## config.mk

```make
export PLATFORM = sky130hd
export DESIGN_NAME = rf_write_arbiter
export DESIGN_NICKNAME = d
export VERILOG_FILES = /design/src/rtl/rf_write_arbiter.sv
export SDC_FILE = /design/constraint.sdc
export NUM_CORES = 1
export LEC_CHECK = 0
export CAP_MARGIN = 10
export CORE_ASPECT_RATIO = 0.9
export CORE_UTILIZATION = 50
export DETAILED_ROUTE_END_ITERATION = 8
export HOLD_SLACK_MARGIN = 0.03
export PLACE_DENSITY = 0.86
export SYNTH_ARGS = -nofsm -noshare
export SYNTH_HDL_FRONTEND = slang
export SYNTH_SLANG_ARGS = --single-unit
```

## constraint.sdc

```tcl
create_clock -name clk -period 7.09 [get_ports clk]
set_input_delay 1.418 -clock clk [delete_from_list [all_inputs] [get_ports clk]]
set_output_delay 1.418 -clock clk [all_outputs]
set_load 0.005 [all_outputs]
```

## src/rtl/rf_write_arbiter.sv

```systemverilog
// Register-file write arbiter: one write slot per result producer, round-robin
// grant of up to two slots per cycle onto the two write ports, never the same register twice.
module rf_write_arbiter #(
    parameter int unsigned N    = 32,
    parameter int unsigned NREQ = 4,
    parameter int unsigned AW   = 4
) (
    input  logic                 clk,
    input  logic                 rst_n,
    input  logic [NREQ-1:0]      req_valid,
    output logic [NREQ-1:0]      req_ready,
    input  logic [NREQ*AW-1:0]   req_addr,
    input  logic [NREQ*N-1:0]    req_data,
    output logic [AW-1:0]        write_address,
    output logic [N-1:0]         write_data,
    output logic                 write_enable,
    output logic [AW-1:0]        write_address_2,
    output logic [N-1:0]         write_data_2,
    output logic                 write_enable_2,
    output logic [(2**AW)-1:0]   pending_mask,
    output logic                 idle
);

    localparam int unsigned PW = (NREQ > 1) ? $clog2(NREQ) : 1;

    logic [NREQ-1:0] full_q;
    logic [AW-1:0]   addr_q [NREQ];
    logic [N-1:0]    data_q [NREQ];
    logic [PW-1:0]   rr_q, rr_d;
    logic [AW-1:0]   wa_q, wa2_q;
    logic [N-1:0]    wd_q, wd2_q;
    logic            we_q, we2_q;

    logic            g1_vld, g2_vld;
    logic [PW-1:0]   g1, g2, last_g;
    logic [PW:0]     scan_sum, rr_sum;
    logic [PW-1:0]   scan_idx;
    logic [NREQ-1:0] grant, accept;

    // Round-robin scan from rr_q: first full slot, then next full slot with a different address
    always_comb begin
        g1_vld   = 1'b0;
        g2_vld   = 1'b0;
        g1       = '0;
        g2       = '0;
        scan_sum = '0;
        scan_idx = '0;
        for (int unsigned j = 0; j < NREQ; j++) begin
            scan_sum = (PW+1)'(rr_q) + (PW+1)'(j);
            if (scan_sum >= (PW+1)'(NREQ)) begin
                scan_sum = scan_sum - (PW+1)'(NREQ);
            end
            scan_idx = scan_sum[PW-1:0];
            if (full_q[scan_idx]) begin
                if (!g1_vld) begin
                    g1_vld = 1'b1;
                    g1     = scan_idx;
                end else if (!g2_vld && (addr_q[scan_idx] != addr_q[g1])) begin
                    g2_vld = 1'b1;
                    g2     = scan_idx;
                end
            end
        end
        grant = '0;
        if (g1_vld) grant[g1] = 1'b1;
        if (g2_vld) grant[g2] = 1'b1;
    end

    // Pointer advances past the last granted slot
    always_comb begin
        last_g = g2_vld ? g2 : g1;
        rr_sum = (PW+1)'(last_g) + (PW+1)'(1);
        if (rr_sum >= (PW+1)'(NREQ)) begin
            rr_sum = '0;
        end
        rr_d = rr_q;
        if (g1_vld) rr_d = rr_sum[PW-1:0];
    end

    // Ready depends only on registered state; held low while reset is asserted
    assign req_ready = {NREQ{rst_n}} & (~full_q | grant);
    assign accept    = req_valid & req_ready;

    always_ff @(posedge clk or negedge rst_n) begin
        if (!rst_n) begin
            full_q <= '0;
            rr_q   <= '0;
            wa_q   <= '0;
            wd_q   <= '0;
            we_q   <= 1'b0;
            wa2_q  <= '0;
            wd2_q  <= '0;
            we2_q  <= 1'b0;
            for (int unsigned i = 0; i < NREQ; i++) begin
                addr_q[i] <= '0;
                data_q[i] <= '0;
            end
        end else begin
            for (int unsigned i = 0; i < NREQ; i++) begin
                if (accept[i]) begin
                    full_q[i] <= 1'b1;
                    addr_q[i] <= req_addr[i*AW +: AW];
                    data_q[i] <= req_data[i*N +: N];
                end else if (grant[i]) begin
                    full_q[i] <= 1'b0;
                end
            end
            if (g1_vld) begin
                wa_q <= addr_q[g1];
                wd_q <= data_q[g1];
            end
            if (g2_vld) begin
                wa2_q <= addr_q[g2];
                wd2_q <= data_q[g2];
            end
            we_q  <= g1_vld;
            we2_q <= g2_vld;
            rr_q  <= rr_d;
        end
    end

    // Hazard mask: every register with a write queued in a slot or on a port
    always_comb begin
        pending_mask = '0;
        for (int unsigned i = 0; i < NREQ; i++) begin
            if (full_q[i]) pending_mask[addr_q[i]] = 1'b1;
        end
        if (we_q)  pending_mask[wa_q]  = 1'b1;
        if (we2_q) pending_mask[wa2_q] = 1'b1;
    end

    assign idle            = ~(|full_q) & ~we_q & ~we2_q;
    assign write_address   = wa_q;
    assign write_data      = wd_q;
    assign write_enable    = we_q;
    assign write_address_2 = wa2_q;
    assign write_data_2    = wd2_q;
    assign write_enable_2  = we2_q;

endmodule
```

==> flow_summary.toml <==
[run_status]
status = "finished clean"

[detailed_routing]
ant_nets = 0
drt_iter0_drc = 1181
vias = 11800
vias_per_cell = 6.22
totalWireLength_mm = 43.5
routedWlPerCell_um = 22.9
drt-pass1-iter-count = 5
drc_errors = 0

[worst_setup_path]
timing.critical_path.slowest_cell_delay_ns = 0.45
endpoint_kind = "output port"
path_cells = "buf_4 -> and2_1 -> nor2_1 -> o21ai_0 -> ha_2 -> inv_1 -> mux2i_2 -> buf_4 -> mux2i_1 -> xnor2_1 -> o32a_1 -> o311ai_0 -> a31oi_2 -> a21oi_4 -> o21ai_0 -> and2_1 -> clkdlybuf4s50_1"
start_kind = "flip-flop"
regToRegEndpoint = "data_q[75]"
r2r_start = "rr_q[0]"
critPathKind = "flip-flop to output port"
cp_data_required_time_ns = 5.67
critPathLaunch = "rr_q[0]"
slowest_stage = "o311ai_0"
cp.arrival_ns = 5.38
critPathBufInv = 4
rrSetupSlack_ns = 1.50
crit_fanout = 19
cp_top_family = "compound AO/OA/AOI/OAI gates"
rr_worst_depth = 18

[sta]
skew_ns = 0.0119
slew_headroom = 0.348
fin_crit_ns = 6.79
setup_viol = 0
maxSlewViolCount = 0
layout_worst_path_cycle_share = 0.958
finalHoldViolCount = 0
setup_ws_ns = 0.296
tightestPinTransition_ns = 0.979
whs_ns = 0.481
fmaxAchievable_mhz = 147

[yosys]
ys_types = 78
synth_seq_cells = 224
yosysWarnings = 0
synth_area_leaders = "dfrtp_1, mux2_4, nand2_1, mux2i_1, mux2_2"
synth_nets = 1482
synth.yosys.seq_area_share = 0.416
synthFlopType = "dfrtp_1"
synth.top_cell.area_share = 0.416
syn_avg_cell_area_um2 = 10.1
synth_area_um2 = 13500
synth_edf_count = 0
async_flop_share = 1.00
netlist.top_cell.by_area = "dfrtp_1"
syn_inst = 1330

[placement]
place_ws_ns = 0.612
gp_congestion = 0.924
dp_hpwl_mm = 28.0
numPortBuffers = 244

[flow_run]
maxCapViolations = 0

[min_path]
min-delay-start = "write_data[20]"
whs_endpoint = "write_data[20]"
min_path_type = "flip-flop to flip-flop"
whs_path_depth = 2

[grt]
grt_usage = 0.313
antenna_found_initial = 7
overflow = 0
grt_pass1_wl_mm = 67.3
first_global_vias = 11900
grt_start_max_net_pins = 143

[floorplan]
initial_core_util = 0.512
fp.dieH_um = 158
die_w_um = 175
coreArea_um2 = 26300
die_area_um2 = 27600
io_pins = 245
rows = 56

[finish]
fin_nets = 1677
fill_cells = 1998
area_growth_pct = 26.4
drive_gt1_frac = 0.183

[clock_network]
cts_tree = "built"
cts_buffers = 25
cts_root_buffer = "clkbuf_16"
ctsHtreeMaxLevel = 1
cts_sinks = 224
clk_pin_slew_ns = 0.06
clk_latency_ns = 0.55
cts_buffer_depth = 3
## layer usage
metal / share of wire / vias to the layer above / track usage
met1: 0.39 / 5813 / 0.395
met2: 0.47 / 633 / 0.516
met3: 0.095 / 131 / 0.0783
met5: 0.00018 / - / 0
li1: - / 5218 / -
met4: 0.042 / 2 / 0.128
## how the worst max path moves through the flow
stage | endpoint | cells after the start
after floorplan | req_ready[3] | 18
after detailed placement | req_ready[2] | 15
after CTS | req_ready[2] | 15
after global routing | req_ready[0] | 18
final | req_ready[2] | 17
after global placement | req_ready[3] | 15
## layout by cell type (no fill, tap or decap), types with 7 or more instances in the layout
| master | count |
|---|---|
| nand2_1 | 173 |
| nor3_1 | 15 |
| nand2b_1 | 13 |
| o21ai_0 | 90 |
| o221ai_1 | 29 |
| inv_1 | 16 |
| a21oi_1 | 13 |
| nor2_1 | 131 |
| mux4_2 | 7 |
| buf_4 | 34 |
| nand3_1 | 50 |
| dfrtp_1 | 224 |
| nor2b_1 | 11 |
| mux2_4 | 99 |
| nand3b_1 | 8 |
| a211o_1 | 17 |
| o221a_2 | 16 |
| nor3b_1 | 11 |
| or3_1 | 8 |
| o22ai_1 | 23 |
| o211ai_1 | 7 |
| a211oi_1 | 9 |
| clkbuf_16 | 25 |
| mux2_1 | 21 |
| and3_1 | 15 |
| mux2_2 | 46 |
| mux2i_1 | 64 |
| clkdlybuf4s50_1 | 243 |
## worst min-delay path: stages, from the launching register on
cell and delay (ns):
dfrtp_1 0.34, nand2_1 0.04, o21ai_0 0.06
## registers in the layout, indices dropped and copies added (netlist names)
| name | flops |
|---|---|
| write_data | 32 |
| write_address | 4 |
| write_enable | 1 |
| data_q | 128 |
| write_enable_2 | 1 |
| addr_q | 16 |
| write_address_2 | 4 |
| write_data_2 | 32 |
| full_q | 4 |
| rr_q | 2 |
## what timing repair did
item	CTS	global route
resized for setup	0	7
hold endpoints to repair	0	0
endpoints found under the setup margin	0	4
hold buffers	0	0
setup buffers	0	3
## cell usage after synthesis (5+ instances only)
master and number:
o22ai_1 23, o211ai_1 7, inv_1 16, a21oi_1 15
a31oi_1 6, mux2_1 21, nor2_1 131, nor4_1 5
mux2_2 46, mux2_4 99, mux4_2 7, o21ai_0 90
buf_6 13, nor3_1 15, o32ai_1 6, o221a_2 16
nand3b_1 8, a211o_1 20, a211oi_1 9, nor3b_1 11
clkbuf_1 64, buf_2 11, or3_1 8, o221ai_1 29
and2_1 6, nand3_1 50, nand2b_1 13, buf_4 10
and3_1 15, buf_1 12, mux2i_1 64, nor2b_1 11
dfrtp_1 224, nand2_1 175
## cells by family (layout without fill, tap and decap cells)
logic type,after synthesis,after routing,synth area share
AO/OA/AOI/OAI,269,269,0.146
adder cells (fa/ha/maj),2,2,0.00186
AND/OR/NAND/NOR,463,463,0.158
other,0,5,0
XOR/XNOR,6,6,0.00390
buffers and inverters,128,342,0.0468
multiplexers,238,238,0.227
flip-flops,224,224,0.416
## final cells by class
| class | instances | area [µm²] | area share |
|---|---|---|---|
| Antenna cell | 5 | 12.5 | 0.000735 |
| Clock buffer | 34 | 719 | 0.0423 |
| Clock inverter | 12 | 124 | 0.00728 |
| Inverter | 17 | 63.8 | 0.00375 |
| Multi-Input combinational cell | 978 | 7340 | 0.431 |
| Sequential cell | 224 | 5610 | 0.329 |
| Tap cell | 348 | 435 | 0.0256 |
| Timing Repair Buffer | 279 | 2720 | 0.160 |
## per-stage QoR
step | TNS (ns) | cell area [µm²] | instances | utilization
after global routing | -0.0711 | 17000 | 1894 | 0.648
final | 0 | 17000 | 1897 | 0.648
after floorplan | 0 | 13500 | 1330 | -
after detailed placement | 0 | 16100 | 1843 | 0.613
after global placement | 0 | 16100 | 1843 | 0.613
after CTS | 0 | 16900 | 1889 | 0.645
Power is not shown: default switching activity piles up to over one toggle a cycle in this logic, so the estimate is an artifact.
